`config.mk`:
```
export PLATFORM = sky130hd
export DESIGN_NAME = hazard_scoreboard_unit_flat
export DESIGN_NICKNAME = d
export VERILOG_FILES = /design/src/rtl/hazard_scoreboard_if.sv /design/src/rtl/hazard_scoreboard_unit.sv /design/src/flat_wrapper.sv
export SDC_FILE = /design/constraint.sdc
export NUM_CORES = 1
export LEC_CHECK = 0
export ABC_AREA = 1
export CORE_MARGIN = 1.5
export CORE_UTILIZATION = 55
export CTS_CLUSTER_DIAMETER = 200
export DETAILED_ROUTE_END_ITERATION = 6
export DONT_BUFFER_PORTS = 1
export PLACE_DENSITY = 0.69
export SLEW_MARGIN = 15
export SYNTH_ARGS = -nofsm -noshare
export SYNTH_HDL_FRONTEND = slang
export SYNTH_SLANG_ARGS = --single-unit
```
`constraint.sdc`:
```
create_clock -name clk -period 4.4 [get_ports clk]
set_input_delay 0.44 -clock clk [delete_from_list [all_inputs] [get_ports clk]]
set_output_delay 0.44 -clock clk [all_outputs]
set_load 0.01 [all_outputs]
```
`src/rtl/hazard_scoreboard_if.sv`:
```
// ---------------------------------------------------------------------------
// hazard_scoreboard_if
// Bundles the decode-side request signals and the stall/status results that
// pass between the ID stage and hazard_scoreboard_unit.
//   master : the ID stage. It drives the source/destination descriptors,
//            issue and flush, and receives the stall and status outputs.
//   slave  : hazard_scoreboard_unit.
// Signals:
//   decoding_op_src_valid [NUM_SRC]      per-source "operand is read" flags
//   decoding_op_src       [NUM_SRC*RA_W] packed source addresses (i at i*RA_W)
//   decoding_issue                       ID instruction tries to advance
//   decoding_dest_valid                  issuing instruction writes a register
//   decoding_op_dest      [RA_W]         destination address
//   decoding_dest_lat     [CNT_W]        cycles until result is forwardable
//   flush                                clears the whole scoreboard
//   pipeline_stall_n                     0 = hold IF/ID and insert a bubble
//   stall_cycles          [PERF_W]       saturating stalled-cycle count
//   stall_err                            sticky watchdog error
// ---------------------------------------------------------------------------
interface hazard_scoreboard_if #(
  parameter int RA_W    = 3,
  parameter int NUM_SRC = 2,
  parameter int CNT_W   = 3,
  parameter int PERF_W  = 16
);
  logic [NUM_SRC-1:0]      decoding_op_src_valid;
  logic [NUM_SRC*RA_W-1:0] decoding_op_src;
  logic                    decoding_issue;
  logic                    decoding_dest_valid;
  logic [RA_W-1:0]         decoding_op_dest;
  logic [CNT_W-1:0]        decoding_dest_lat;
  logic                    flush;
  logic                    pipeline_stall_n;
  logic [PERF_W-1:0]       stall_cycles;
  logic                    stall_err;

  modport master (
    output decoding_op_src_valid, decoding_op_src, decoding_issue,
           decoding_dest_valid, decoding_op_dest, decoding_dest_lat, flush,
    input  pipeline_stall_n, stall_cycles, stall_err
  );

  modport slave (
    input  decoding_op_src_valid, decoding_op_src, decoding_issue,
           decoding_dest_valid, decoding_op_dest, decoding_dest_lat, flush,
    output pipeline_stall_n, stall_cycles, stall_err
  );
endinterface

```
`src/rtl/hazard_scoreboard_unit.sv`:
```
// ---------------------------------------------------------------------------
// hazard_scoreboard_unit
// Per-register scoreboard of remaining-latency counters beside the ID stage.
// A read of a register whose counter is nonzero stalls the pipeline in the
// same cycle. Accepted writes load their latency into the destination
// counter. Every nonzero counter decrements once per cycle.
// Ports:
//   clk  : system clock, rising edge
//   rst  : asynchronous active-high reset
//   bus  : hazard_scoreboard_if.slave (decode request, stall and status)
// The bus interface must be built with CNT_W = $clog2(MAX_LAT+1) and the same
// RA_W/NUM_SRC/PERF_W as this module.
// ---------------------------------------------------------------------------
module hazard_scoreboard_unit #(
  parameter int RA_W     = 3,
  parameter int NUM_SRC  = 2,
  parameter int MAX_LAT  = 4,
  parameter int ZERO_REG = 1,
  parameter int PERF_W   = 16
) (
  input logic                clk,
  input logic                rst,
  hazard_scoreboard_if.slave bus
);

  localparam int NREG  = 2 ** RA_W;
  localparam int CNT_W = $clog2(MAX_LAT + 1);
  localparam logic [CNT_W-1:0]  LAT_MAX  = CNT_W'(MAX_LAT);
  localparam logic [CNT_W:0]    RUN_TRIP = (CNT_W + 1)'(MAX_LAT + 1);
  localparam logic [PERF_W-1:0] PERF_MAX = {PERF_W{1'b1}};

  // All counters are packed so that entry r lives at [r*CNT_W +: CNT_W].
  logic [NREG*CNT_W-1:0] cnt_q, cnt_d;
  logic [CNT_W:0]        stall_run_q, stall_run_d;
  logic [PERF_W-1:0]     stall_cycles_q, stall_cycles_d;
  logic                  stall_err_q, stall_err_d;

  logic [NUM_SRC-1:0]    haz;
  logic                  stall_n;
  logic                  accept;
  logic                  write_en;
  logic [CNT_W-1:0]      lat_sat;

  function automatic logic is_zero_reg(input logic [RA_W-1:0] addr);
    return (ZERO_REG == 1) && (addr == '0);
  endfunction

  function automatic logic [CNT_W-1:0] cnt_of(input logic [NREG*CNT_W-1:0] v,
                                              input logic [RA_W-1:0] addr);
    return v[int'(addr)*CNT_W +: CNT_W];
  endfunction

  function automatic logic [CNT_W-1:0] clamp_lat(input logic [CNT_W-1:0] lat);
    if (lat > LAT_MAX) begin
      return LAT_MAX;
    end else begin
      return lat;
    end
  endfunction

  // Decrement saturating at zero. A write that hits this entry keeps the
  // longer of the old remaining window and the new latency, so a younger
  // write can never shorten a pending window (WAW).
  function automatic logic [CNT_W-1:0] next_cnt(input logic [CNT_W-1:0] cur,
                                                input logic hit,
                                                input logic [CNT_W-1:0] lat);
    logic [CNT_W-1:0] dec;
    if (cur != '0) begin
      dec = cur - CNT_W'(1);
    end else begin
      dec = '0;
    end
    if (hit && (lat > dec)) begin
      return lat;
    end else begin
      return dec;
    end
  endfunction

  // Same-cycle hazard check for every decoded source operand.
  always_comb begin
    haz = '0;
    for (int i = 0; i < NUM_SRC; i++) begin
      haz[i] = bus.decoding_op_src_valid[i]
             && (cnt_of(cnt_q, bus.decoding_op_src[i*RA_W +: RA_W]) != '0)
             && !is_zero_reg(bus.decoding_op_src[i*RA_W +: RA_W]);
    end
  end

  assign stall_n  = ~|haz;
  assign accept   = bus.decoding_issue & stall_n & ~bus.flush;
  assign write_en = accept & bus.decoding_dest_valid & ~is_zero_reg(bus.decoding_op_dest);
  assign lat_sat  = clamp_lat(bus.decoding_dest_lat);

  // Scoreboard next state: flush wins over decrement and over a same-cycle write.
  always_comb begin
    cnt_d = '0;
    if (bus.flush) begin
      cnt_d = '0;
    end else begin
      for (int r = 0; r < NREG; r++) begin
        cnt_d[r*CNT_W +: CNT_W] = next_cnt(cnt_q[r*CNT_W +: CNT_W],
                                           write_en && (bus.decoding_op_dest == RA_W'(r)),
                                           lat_sat);
      end
    end
  end

  // Stall statistics: saturating stall counter and the consecutive-stall watchdog.
  always_comb begin
    stall_cycles_d = stall_cycles_q;
    stall_run_d    = stall_run_q;
    if (!stall_n && (stall_cycles_q != PERF_MAX)) begin
      stall_cycles_d = stall_cycles_q + PERF_W'(1);
    end else begin
      stall_cycles_d = stall_cycles_q;
    end
    // A single producer can hold a stall for at most MAX_LAT cycles, so a run
    // of MAX_LAT+1 means the scoreboard state is corrupt.
    if (bus.flush || stall_n) begin
      stall_run_d = '0;
    end else if (stall_run_q != RUN_TRIP) begin
      stall_run_d = stall_run_q + (CNT_W + 1)'(1);
    end else begin
      stall_run_d = stall_run_q;
    end
    stall_err_d = stall_err_q | (stall_run_d == RUN_TRIP);
  end

  // State registers with asynchronous reset.
  always_ff @(posedge clk or posedge rst) begin
    if (rst) begin
      cnt_q          <= '0;
      stall_run_q    <= '0;
      stall_cycles_q <= '0;
      stall_err_q    <= 1'b0;
    end else begin
      cnt_q          <= cnt_d;
      stall_run_q    <= stall_run_d;
      stall_cycles_q <= stall_cycles_d;
      stall_err_q    <= stall_err_d;
    end
  end

  // The stall must act in the same cycle as the decode, so it stays combinational.
  assign bus.pipeline_stall_n = stall_n;
  assign bus.stall_cycles     = stall_cycles_q;
  assign bus.stall_err        = stall_err_q;

endmodule
```
`src/flat_wrapper.sv`:
```
// flat-port wrapper written by rule: the top's interface ports become plain ports
module hazard_scoreboard_unit_flat 
#(
  parameter int RA_W     = 3,
  parameter int NUM_SRC  = 2,
  parameter int MAX_LAT  = 4,
  parameter int ZERO_REG = 1,
  parameter int PERF_W   = 16
)
  (clk, rst, bus_decoding_op_src_valid, bus_decoding_op_src, bus_decoding_issue, bus_decoding_dest_valid, bus_decoding_op_dest, bus_decoding_dest_lat, bus_flush, bus_pipeline_stall_n, bus_stall_cycles, bus_stall_err);
  hazard_scoreboard_if #(.RA_W(RA_W), .NUM_SRC(NUM_SRC), .PERF_W(PERF_W)) bus_i ();
  input logic clk;
  input logic rst;
  input wire logic [$bits(bus_i.decoding_op_src_valid)-1:0] bus_decoding_op_src_valid;
  input wire logic [$bits(bus_i.decoding_op_src)-1:0] bus_decoding_op_src;
  input wire logic [$bits(bus_i.decoding_issue)-1:0] bus_decoding_issue;
  input wire logic [$bits(bus_i.decoding_dest_valid)-1:0] bus_decoding_dest_valid;
  input wire logic [$bits(bus_i.decoding_op_dest)-1:0] bus_decoding_op_dest;
  input wire logic [$bits(bus_i.decoding_dest_lat)-1:0] bus_decoding_dest_lat;
  input wire logic [$bits(bus_i.flush)-1:0] bus_flush;
  output wire logic [$bits(bus_i.pipeline_stall_n)-1:0] bus_pipeline_stall_n;
  output wire logic [$bits(bus_i.stall_cycles)-1:0] bus_stall_cycles;
  output wire logic [$bits(bus_i.stall_err)-1:0] bus_stall_err;
  assign bus_i.decoding_op_src_valid = bus_decoding_op_src_valid;
  assign bus_i.decoding_op_src = bus_decoding_op_src;
  assign bus_i.decoding_issue = bus_decoding_issue;
  assign bus_i.decoding_dest_valid = bus_decoding_dest_valid;
  assign bus_i.decoding_op_dest = bus_decoding_op_dest;
  assign bus_i.decoding_dest_lat = bus_decoding_dest_lat;
  assign bus_i.flush = bus_flush;
  assign bus_pipeline_stall_n = bus_i.pipeline_stall_n;
  assign bus_stall_cycles = bus_i.stall_cycles;
  assign bus_stall_err = bus_i.stall_err;
  hazard_scoreboard_unit #(.RA_W(RA_W), .NUM_SRC(NUM_SRC), .MAX_LAT(MAX_LAT), .ZERO_REG(ZERO_REG), .PERF_W(PERF_W)) u_core (.clk(clk), .rst(rst), .bus(bus_i));
endmodule
```
==> results of run 1 <==
registers in the layout (all words and copies together), names as in the netlist:
| signal | flops |
|---|---|
| u_core.bus.stall_cycles | 16 |
| u_core.bus.stall_err | 1 |
| u_core.cnt_q | 21 |
| u_core.stall_run_q | 4 |
cell type report:
type | instances | share of cell area (%)
Tap cell | 70 | 2.72
Clock inverter | 3 | 1.36
Multi-Input combinational cell | 340 | 55.1
Inverter | 49 | 5.87
Clock buffer | 5 | 2.14
Sequential cell | 42 | 32.6
Timing Repair Buffer | 1 | 0.233
final timing paths:
check                                                from                              to  slack [ns]  cells past startpoint
min in group clk                 bus_decoding_dest_lat[2]       u_core.cnt_q[8]$_DFF_PP0_        0.28                      2
min reg2reg                u_core.bus.stall_err$_DFF_PP0_  u_core.bus.stall_err$_DFF_PP0_        0.53                      1
max in group asynchronous                             rst      u_core.cnt_q[19]$_DFF_PP0_        3.89                      2
max reg2reg                    u_core.cnt_q[12]$_DFF_PP0_      u_core.cnt_q[13]$_DFF_PP0_        2.33                     11
max                             u_core.cnt_q[6]$_DFF_PP0_            bus_pipeline_stall_n        2.30                      7
min                                                   rst      u_core.cnt_q[11]$_DFF_PP0_        0.14                      2
power breakdown:
| group | internal (uW) | switching [uW] |
|---|---|---|
| Clock | 170 | 148 |
| Combinational | 57.5 | 101 |
| Sequential | 420 | 60.6 |
| Total | 647 | 310 |
layout by cell type, fill, tap and decap left out, drive strengths merged:
cell	instances
dfrtp	42
nor3	12
o21bai	1
o21ai	16
clkbuf	5
nand4	10
and3b	1
and2	1
ha	24
xnor2	5
nor2	81
nand2	121
buf	1
nor3b	1
a22oi	1
clkinv	2
a211oi	6
o211ai	1
xor2	5
nand3	28
inv	49
nand3b	3
a21boi	1
bufinv	1
a21oi	20
a31oi	1
a21o	1
routing by layer:
metal	global-route usage, %	routed length, um	up-vias
li1	-	-	1419
met1	34.8	3290	1225
met2	38.9	2990	67
met3	4.35	468	9
met4	7.45	104	0
met5	0	0	-
worst register-to-register path: stages (launching register included):
cell      delay, ns
dfrtp_1        0.43
nor3_1         0.20
a21oi_1        0.09
ha_1           0.29
inv_1          0.05
o21bai_1       0.13
a21oi_1        0.09
nor3_1         0.14
nand4_1        0.27
nand2_1        0.13
nand2_1        0.05
nor2_1         0.11
cells by family (layout without fill, tap and decap cells):
family / Yosys count / count (layout)
buffers and inverters: 55 / 58
xor gates and xnor gates: 10 / 10
DFF: 42 / 42
adders and majority gates: 24 / 24
AOI/OAI and AO/OA: 48 / 48
and+or+nand+nor: 258 / 258
through the flow:
| stage | std cells | hold slack [ns] | setup slack (ns) | power (uW) | utilization [%] |
|---|---|---|---|---|---|
| finish | 510 | 0.144 | 2.30 | 958 | 61.5 |
| global route | 510 | 0.191 | 2.13 | 1010 | 61.5 |
| CTS | 510 | 0.163 | 2.31 | 968 | 61.5 |
| detailed placement | 502 | 0.497 | 2.18 | 649 | 59.3 |
| global placement | 502 | 0.495 | 2.17 | 644 | 59.3 |
| floorplan | 437 | 0.493 | 2.29 | 614 | - |
==> results.sh, run 1 <==
export IMPL_status="finished, final reports clean"
export IMPL_ys_seq_elements=42
export IMPL_synth_simple_area_share_pct=36.3
export IMPL_overflow=0
export IMPL_critPathSlowestCell="dfrtp_1"
export IMPL_clock_root_buffer="clkbuf_8"
export IMPL_cts_tree="built"
export IMPL_crit_fanout=8
export IMPL_worst_pin_slew_ns=0.749
export IMPL_multi_input_area_um2=1770
export IMPL_slowest_delay_ns=0.42
export IMPL_worst_ep_arrival_time_ns=1.66
export IMPL_cts_resized=0
export IMPL_h_tree_depth=2
export IMPL_drt_first_pass_iters=4
export IMPL_vdd_ir_drop_max_uv=226
export IMPL_grt_pass1_vias=2603
export IMPL_clkTransAtPathRegs_ns=0.09
export IMPL_power_density_nw_per_um2=297
export IMPL_seqCellArea_um2=1050
export IMPL_die_h_um=77.5
export IMPL_grt_max_degree=43
export IMPL_viasPerCell=5.33
export IMPL_portBuffers=0
export IMPL_synthXorXnorAreaFrac_pct=2.87
export IMPL_setup_viol=0
export IMPL_wl_per_cell_um=13.4
export IMPL_cts_buffers=5
export IMPL_holdCritPathClass="in2async"
export IMPL_p_leak_uw=0.00176
export IMPL_drt_total_wl_um=6850
export IMPL_n_antenna_cell=0
export IMPL_dieArea_um2=6010
export IMPL_grt_total_usage_pct=24.8
export IMPL_yosysWarnings=0
export IMPL_synth_edf_count=0
export IMPL_gp_congestion=0.809
export IMPL_cts_sinks=42
export IMPL_yosys_mux_area_fraction_pct=0
export IMPL_initial_core_util_pct=58.3
export IMPL_drtIter0Drc=194
export IMPL_crit_type="reg2out"
export IMPL_hpwl_um=5030
export IMPL_std_cell_rows=26
export IMPL_rsz0062_at_grt="false"
export IMPL_yosysMostFrequentCell="nand2_1"
export IMPL_cts_setup_buffers=0
export IMPL_netlist_area_um2=3050
export IMPL_antenna_found_initial=0
export IMPL_max_slew_margin_pct=50.0
export IMPL_drtAntennaViolNets=0
export IMPL_cp_num_buf_inv=1
export IMPL_synthAdderAreaFrac_pct=9.83
export IMPL_fin_worst_skew_ns=0.00246
export IMPL_grt_first_pass_wirelength_um=11800
export IMPL_synthArstFlopShare_pct=100
export IMPL_min_period_ns=2.10
export IMPL_final_cell_area_um2=3220
export IMPL_synth_top_family_by_area="simple AND/OR/NAND/NOR gates"
export IMPL_synth_fp_nets=480
export IMPL_postPlaceCellArea_um2=3110
export IMPL_crit_chain="nor2_1 -> nand3_1 -> nand3_1 -> a21boi_2 -> nand2_4 -> nand2_4 -> inv_1"
export IMPL_nets=482
export IMPL_crit_path_end_kind="output pin"
export IMPL_yosys_area_top_type="dfrtp_1"
export IMPL_tns_ns=0
export IMPL_fillers=505
export IMPL_ctsHoldBuffers=0
export IMPL_cap_violations=0
export IMPL_hold_violations=0
export IMPL_avgSynthCellArea_um2=6.99
export IMPL_timing_fmax_mhz=475
export IMPL_die_w_um=77.5
export IMPL_synth_area_top_cells="dfrtp_1, nand2_1, ha_1"
export IMPL_clock_path_buffers=2
export IMPL_min_period_over_period_pct=47.8
export IMPL_synth_compound_area_share_pct=9.05
export IMPL_syn_inst=437
export IMPL_synth_cell_types=32
export IMPL_synthToLayoutAreaGrowth_pct=5.45
export IMPL_clock_latency_ns=0.30
export IMPL_ys_seq_area_share_pct=34.4
export IMPL_post_route_drc_count=0
export IMPL_num_vias=2720
export IMPL_drive_above_1_share_pct=5.23
export IMPL_synth_commonest_cells="nand2_1, nor2_1, inv_1"
export IMPL_ys_flop_type="dfrtp_1"
export IMPL_coreArea_um2=5240
export IMPL_io_pins=37
export IMPL_start_kind="flop"
export IMPL_path_delay_family="simple AND/OR/NAND/NOR gates"
export IMPL_synth_top_area_share_pct=34.4
export IMPL_required_ns=3.96
export IMPL_slew_viol_final=0
No activity file was read; power rests on OpenSTA's default activity.
==> run 2: changes to the inputs <==
--- a/config.mk
+++ b/config.mk
@@ -11,7 +11,7 @@
 export CTS_CLUSTER_DIAMETER = 200
 export DETAILED_ROUTE_END_ITERATION = 6
 export DONT_BUFFER_PORTS = 1
-export PLACE_DENSITY = 0.69
+export PLACE_DENSITY = 0.72
 export SLEW_MARGIN = 15
 export SYNTH_ARGS = -nofsm -noshare
 export SYNTH_HDL_FRONTEND = slang
==> constraint.sdc (replaced) <==
create_clock -name clk -period 1.74 [get_ports clk]
set_input_delay 0.174 -clock clk [delete_from_list [all_inputs] [get_ports clk]]
set_output_delay 0.174 -clock clk [all_outputs]
set_load 0.01 [all_outputs]
==> run 2 against run 1 <==
The flow now finishes with violations (setup timing). Sequential power rose by 140%. Count of clock-buffer cells in the layout is 1 higher. Die area did not move. Critical path depth grew 4. Sequential cell count is the same. Setup slack worse by 2.7 ns. Highest routed layer unchanged. Utilization grew 16 points. Via count up 17%. Register-to-register slack lost 2.7 ns. Non-clock buffer count increased by 62. Wire length rose by 23%. First-iteration DRC count rose by 5.7%.
==> results.sh, run 2 (synthesized netlist as in run 1, its figures left out) <==
export IMPL_largest_reg_flops=21
export IMPL_portBuffers=0
export IMPL_hold_violations=0
export IMPL_drtAntennaViolNets=0
export IMPL_highest_layer="met4"
export IMPL_status="complete, but fails checks"
export IMPL_cts_buffers=5
export IMPL_gp_congestion=0.850
export IMPL_hold_path_depth=2
export IMPL_wl_per_cell_um=14.6
export IMPL_critPathSlowestCell="dfrtp_1"
export IMPL_cts_tree="built"
export IMPL_vdd_ir_drop_max_uv=693
export IMPL_drtIter0Drc=205
export IMPL_worstReg2RegStart="u_core.cnt_q[14]$_DFF_PP0_"
export IMPL_die_w_um=77.5
export IMPL_n_antenna_cell=0
export IMPL_drt_first_pass_iters=4
export IMPL_dieArea_um2=6010
export IMPL_slowest_delay_ns=0.38
export IMPL_cts_sinks=42
export IMPL_clock_latency_ns=0.30
export IMPL_path_delay_family="simple AND/OR/NAND/NOR gates"
export IMPL_overflow=0
export IMPL_grt_pass1_vias=3068
export IMPL_failed_checks="setup timing"
export IMPL_setup_viol=38
export IMPL_fin_worst_skew_ns=0.00720
export IMPL_crit_fanout=6
export IMPL_clock_path_buffers=2
export IMPL_drt_total_wl_um=8420
export IMPL_drive_above_1_share_pct=33.3
export IMPL_die_h_um=77.5
export IMPL_preCtsSetupSlack_ns=-0.231
export IMPL_r2r_cells=11
export IMPL_min_period_ns=2.12
export IMPL_viasPerCell=5.52
export IMPL_layout_commonest_cell="nand2_1"
export IMPL_rrSetupSlack_ns=-0.38
export IMPL_min_period_over_period_pct=122
export IMPL_grt_total_usage_pct=28.1
export IMPL_start_kind="flop"
export IMPL_top_register="u_core.cnt_q"
export IMPL_hpwl_um=5370
export IMPL_grt_max_degree=43
export IMPL_std_cell_rows=26
export IMPL_max_slew_margin_pct=64.3
export IMPL_p_total_uw=2520
export IMPL_required_ns=1.94
export IMPL_cap_violations=0
export IMPL_antenna_found_initial=0
export IMPL_worst_pin_slew_ns=0.536
export IMPL_slew_viol_final=0
export IMPL_clock_root_buffer="clkbuf_8"
export IMPL_holdCritPathClass="in2reg"
export IMPL_cp_num_buf_inv=2
export IMPL_io_pins=37
export IMPL_post_route_drc_count=0
export IMPL_rsz0062_at_grt="true"
export IMPL_wl_met2_um=4310
export IMPL_power_density_nw_per_um2=621
export IMPL_synthToLayoutAreaGrowth_pct=33.0
export IMPL_met1Wirelength_um=3590
export IMPL_num_vias=3172
export IMPL_grt_first_pass_wirelength_um=13500
export IMPL_crit_chain="inv_2 -> nor3_2 -> a21oi_1 -> ha_1 -> inv_1 -> o21bai_1 -> a21oi_1 -> nor3_1 -> nand4_1 -> nor2_1 -> nor2_1"
export IMPL_initial_core_util_pct=58.3
export IMPL_dr_wl_met3_um=404
export IMPL_timing_fmax_mhz=471
export IMPL_layout_common_cells="nand2_1, nor2_1, buf_4"
export IMPL_clkTransAtPathRegs_ns=0.09
export IMPL_rr_endpoint="u_core.cnt_q[14]$_DFF_PP0_"
export IMPL_p_leak_uw=0.00211
export IMPL_h_tree_depth=2
export IMPL_whs_endpoint="u_core.cnt_q[23]$_DFF_PP0_"
export IMPL_nets=547
export IMPL_fin_util_pct=77.6
export IMPL_coreArea_um2=5240
export IMPL_setup_ws_ns=-0.381
export IMPL_crit_path_end_kind="flop"
export IMPL_worst_ep_arrival_time_ns=2.32
export IMPL_crit_type="reg2reg"
export IMPL_hp_start="bus_decoding_dest_lat[2]"
[run 2: changes by cell type in the layout (fill, tap and decap cells not counted), sizes merged]
| cell | delta |
|---|---|
| bufinv | -1 |
| nand2 | +1 |
| clkinv | +1 |
| inv | +1 |
| clkbuf | +1 |
| buf | +60 |
| dlygate4sd3 | +2 |
[run 2: where the power goes]
group	internal, uW	total (uW)	leakage, uW	switching, uW
Combinational	303	741	0.00150	438
Sequential	1060	1150	0.000566	89.5
Clock	283	632	0.0000452	349
Total	1650	2520	0.00211	876
[run 2: worst max path at each step]
stage	startpoint	endpoint	slack [ns]	depth (start not counted)
finish	u_core.cnt_q[14]$_DFF_PP0_	u_core.cnt_q[14]$_DFF_PP0_	-0.38	11
floorplan	u_core.cnt_q[19]$_DFF_PP0_	u_core.cnt_q[18]$_DFF_PP0_	0.001	11
CTS	u_core.cnt_q[19]$_DFF_PP0_	u_core.cnt_q[19]$_DFF_PP0_	-0.21	12
global route	u_core.cnt_q[14]$_DFF_PP0_	u_core.cnt_q[14]$_DFF_PP0_	-0.46	11
global placement	u_core.cnt_q[12]$_DFF_PP0_	u_core.cnt_q[14]$_DFF_PP0_	-0.14	10
detailed placement	u_core.cnt_q[15]$_DFF_PP0_	u_core.cnt_q[17]$_DFF_PP0_	-0.23	8
[run 2: layout make-up]
class | count | area (um2)
Multi-Input combinational cell | 341 | 2090
Fill cell | 390 | 1170
Sequential cell | 42 | 1060
Timing Repair Buffer | 63 | 519
Inverter | 49 | 199
Tap cell | 70 | 87.6
Clock buffer | 6 | 72.6
Timing Repair inverter | 2 | 22.5
Clock inverter | 2 | 13.8
[run 2: repair_timing]
action | 4_1_cts | 5_1_grt
resized for setup | 41 | 79
cloned | 3 | 0
setup endpoints to repair | 30 | 42
setup buffers | 11 | 7
hold endpoints to repair | 42 | 1
pin swaps | 31 | 42
hold buffers | 1 | 1
[run 2: per-stage QoR]
stage                     cell area, um2  hold WS, ns  std cells  setup TNS [ns]
after floorplan                     3060        0.357        437               0
after global placement              3420        0.232        544           -1.94
after detailed placement            3420        0.226        544           -3.44
after CTS                           3750       0.0168        567           -2.84
after global routing                4060       0.0197        575           -9.77
final                               4060       0.0197        575           -5.35
[run 2: layer usage]
| layer | track usage (%) | vias to the layer above |
|---|---|---|
| met5 | 0 | - |
| met4 | 9.27 | 0 |
| met3 | 6.00 | 15 |
| met2 | 48.9 | 89 |
| met1 | 34.6 | 1508 |
| li1 | - | 1560 |
[run 2: worst register-to-register path: cells and delay by family (launching register included)]
kind            cells  cell delay [ns]
flops               1             0.38
simple gates        5             0.94
compound gates      3             0.28
buf+inv             2             0.13
fa+ha+maj           1             0.30
==> run 3: changes to the inputs <==
--- a/config.mk
+++ b/config.mk
@@ -8,7 +8,7 @@
 export ABC_AREA = 1
 export CORE_MARGIN = 1.5
 export CORE_UTILIZATION = 55
-export CTS_CLUSTER_DIAMETER = 200
+export CTS_CLUSTER_DIAMETER = 100
 export DETAILED_ROUTE_END_ITERATION = 6
 export DONT_BUFFER_PORTS = 1
 export PLACE_DENSITY = 0.72
==> constraint.sdc (replaced) <==
create_clock -name clk -period 1.7 [get_ports clk]
set_input_delay 0.17 -clock clk [delete_from_list [all_inputs] [get_ports clk]]
set_output_delay 0.17 -clock clk [all_outputs]
set_load 0.01 [all_outputs]
==> run 3 against run 2 <==
The run still ends with setup timing left. Utilization grew 1.7 points. Clock power grew 29%. Wire length grew 5.3%. Worst hold slack lost 0.0019 ns. Setup slack gained 0.016 ns. Global-route usage shrank 0.050 points. Sequential cell count is the same. Via count grew 2.8%. Critical path type unchanged. Critical endpoint unchanged.
==> results.sh, run 3 (synthesized netlist as in run 1, its figures left out) <==
export IMPL_viasPerCell=5.57
export IMPL_required_ns=1.94
export IMPL_layout_commonest_cell="nand2_1"
export IMPL_min_period_ns=2.06
export IMPL_grt_max_degree=43
export IMPL_top_register="u_core.cnt_q"
export IMPL_worstReg2RegStart="u_core.cnt_q[13]$_DFF_PP0_"
export IMPL_cap_violations=0
export IMPL_antenna_found_initial=0
export IMPL_start_kind="flop"
export IMPL_p_clk_share_pct=29.3
export IMPL_internal_power_uw=1860
export IMPL_vdd_ir_drop_max_uv=789
export IMPL_cp_common_cell="nand2_1"
export IMPL_io_pins=37
export IMPL_slowest_delay_ns=0.43
export IMPL_portBuffers=0
export IMPL_min_period_over_period_pct=121
export IMPL_comb_power_share_pct=28.4
export IMPL_rrSetupSlack_ns=-0.36
export IMPL_clock_root_buffer="clkbuf_8"
export IMPL_cts_sinks=42
export IMPL_cts_buffers=5
export IMPL_hpwl_um=5300
export IMPL_final_cell_area_um2=4150
export IMPL_die_h_um=77.5
export IMPL_crit_fanout=6
export IMPL_path_delay_family="simple AND/OR/NAND/NOR gates"
export IMPL_setup_viol=38
export IMPL_postPlaceCellArea_um2=3460
export IMPL_timing_fmax_mhz=484
export IMPL_wl_per_cell_um=15.1
export IMPL_crit_chain="nor3_2 -> a21oi_2 -> ha_1 -> inv_2 -> o21bai_1 -> a21oi_1 -> nor3_1 -> nand4_1 -> nand2_1 -> nand2_1 -> nor2_2"
export IMPL_nets=558
export IMPL_overflow=0
export IMPL_clock_latency_ns=0.30
export IMPL_largest_reg_flops=21
export IMPL_die_w_um=77.5
export IMPL_drtIter0Drc=169
export IMPL_h_tree_depth=2
export IMPL_crit_type="reg2reg"
export IMPL_dieArea_um2=6010
export IMPL_hold_violations=0
export IMPL_max_slew_margin_pct=63.1
export IMPL_preCtsSetupSlack_ns=-0.261
export IMPL_hold_path_depth=2
export IMPL_fin_cells=586
export IMPL_clock_path_buffers=2
export IMPL_post_route_drc_count=0
export IMPL_rsz0062_at_grt="true"
export IMPL_power_density_nw_per_um2=671
export IMPL_numPlacedInstances=549
export IMPL_n_antenna_cell=0
export IMPL_crit_path_end_kind="flop"
export IMPL_worst_ep_arrival_time_ns=2.30
export IMPL_drtAntennaViolNets=0
export IMPL_slew_viol_final=0
export IMPL_setup_ws_ns=-0.365
export IMPL_whs_endpoint="u_core.cnt_q[8]$_DFF_PP0_"
export IMPL_rr_endpoint="u_core.cnt_q[14]$_DFF_PP0_"
export IMPL_status="complete, but fails checks"
export IMPL_p_leak_uw=0.00218
export IMPL_std_cell_rows=26
export IMPL_drt_total_wl_um=8870
export IMPL_drt_first_pass_iters=6
export IMPL_grt_pass1_vias=3048
export IMPL_r2r_cells=11
export IMPL_critPathSlowestCell="dfrtp_2"
export IMPL_gp_congestion=0.903
export IMPL_fin_worst_skew_ns=0.00667
export IMPL_hp_start="bus_decoding_dest_lat[2]"
export IMPL_num_vias=3262
export IMPL_cts_tree="built"
export IMPL_cp_num_buf_inv=1
export IMPL_p_total_uw=2790
export IMPL_failed_checks="setup timing"
export IMPL_seqPwrFrac_pct=42.3
export IMPL_p_sw_share_pct=33.2
export IMPL_clkTransAtPathRegs_ns=0.09
export IMPL_grt_total_usage_pct=28.1
export IMPL_layout_common_cells="nand2_1, nor2_1, buf_4"
export IMPL_synthToLayoutAreaGrowth_pct=36.0
export IMPL_initial_core_util_pct=58.3
export IMPL_holdCritPathClass="in2reg"
export IMPL_p_switching_uw=924
export IMPL_drive_above_1_share_pct=33.3
export IMPL_fin_util_pct=79.3
export IMPL_worst_pin_slew_ns=0.554
export IMPL_coreArea_um2=5240
export IMPL_grt_first_pass_wirelength_um=13600
[run 3: changes by cell type in the layout (fill, tap and decap cells not counted), sizes merged]
cell	delta
clkinv	-1
clkinvlp	+1
buf	+11
bufinv	+1
dlygate4sd3	-1
[run 3: worst reg2reg max path, cell delays in order, from the launching register on]
cell and delay (ns):
dfrtp_2 0.43, nor3_2 0.22, a21oi_2 0.06, ha_1 0.29, inv_2 0.04, o21bai_1 0.14, a21oi_1 0.09, nor3_1 0.18
nand4_1 0.23, nand2_1 0.13, nand2_1 0.07, nor2_2 0.13
[run 3: power by group through the flow]
stage / Sequential (uW) / Clock, uW / Combinational (uW)
after floorplan: 1230 / 0 / 355
after global placement: 1190 / 0 / 581
after detailed placement: 1190 / 0 / 597
after CTS: 1170 / 821 / 698
after global routing: 1190 / 859 / 876
final: 1180 / 816 / 791
[run 3: worst max path at each step]
stage / start / end / slack, ns / depth (start not counted)
3_5_place_dp: u_core.cnt_q[19]$_DFF_PP0_ / u_core.cnt_q[18]$_DFF_PP0_ / -0.26 / 11
4_1_cts: u_core.cnt_q[18]$_DFF_PP0_ / u_core.cnt_q[18]$_DFF_PP0_ / -0.25 / 12
3_3_place_gp: u_core.cnt_q[9]$_DFF_PP0_ / u_core.cnt_q[11]$_DFF_PP0_ / -0.19 / 8
2_1_floorplan: u_core.cnt_q[19]$_DFF_PP0_ / u_core.cnt_q[18]$_DFF_PP0_ / -0.04 / 11
5_1_grt: u_core.cnt_q[22]$_DFF_PP0_ / u_core.cnt_q[22]$_DFF_PP0_ / -0.53 / 12
6_report: u_core.cnt_q[13]$_DFF_PP0_ / u_core.cnt_q[14]$_DFF_PP0_ / -0.36 / 11
[run 3: metrics by stage]
step,TNS [ns],hold WS [ns]
CTS,-4.51,0.00856
finish,-9.84,0.0178
detailed placement,-4.35,0.229
floorplan,-0.133,0.353
global route,-14.74,0.0226
global placement,-2.82,0.222
[run 3: final cells by class]
type	instances	area, um2
multi-input combinational	341	2040
fill	367	1080
sequential	42	1060
timing repair buffer	73	614
inverter	49	199
tap	70	87.6
clock buffer	6	72.6
timing repair inverter	3	38.8
clock inverter	2	37.5
[run 3: what timing repair did]
item,CTS,global route
setup endpoints to repair,37,38
buffers inserted,10,14
hold endpoints to repair,42,0
pin swaps,32,52
gates cloned,4,0
gates resized for setup,50,61
hold buffers,1,0
[run 3: layer usage]
metal / part of all wire, % / routed length (um) / vias to the layer above / track usage [%]
met1: 42 / 3750 / 1530 / 36.1
met3: 6.0 / 530 / 32 / 4.94
met5: 0 / 0 / - / 0
li1: - / - / 1586 / -
met4: 2.6 / 230 / 0 / 8.55
met2: 49 / 4360 / 114 / 48.0
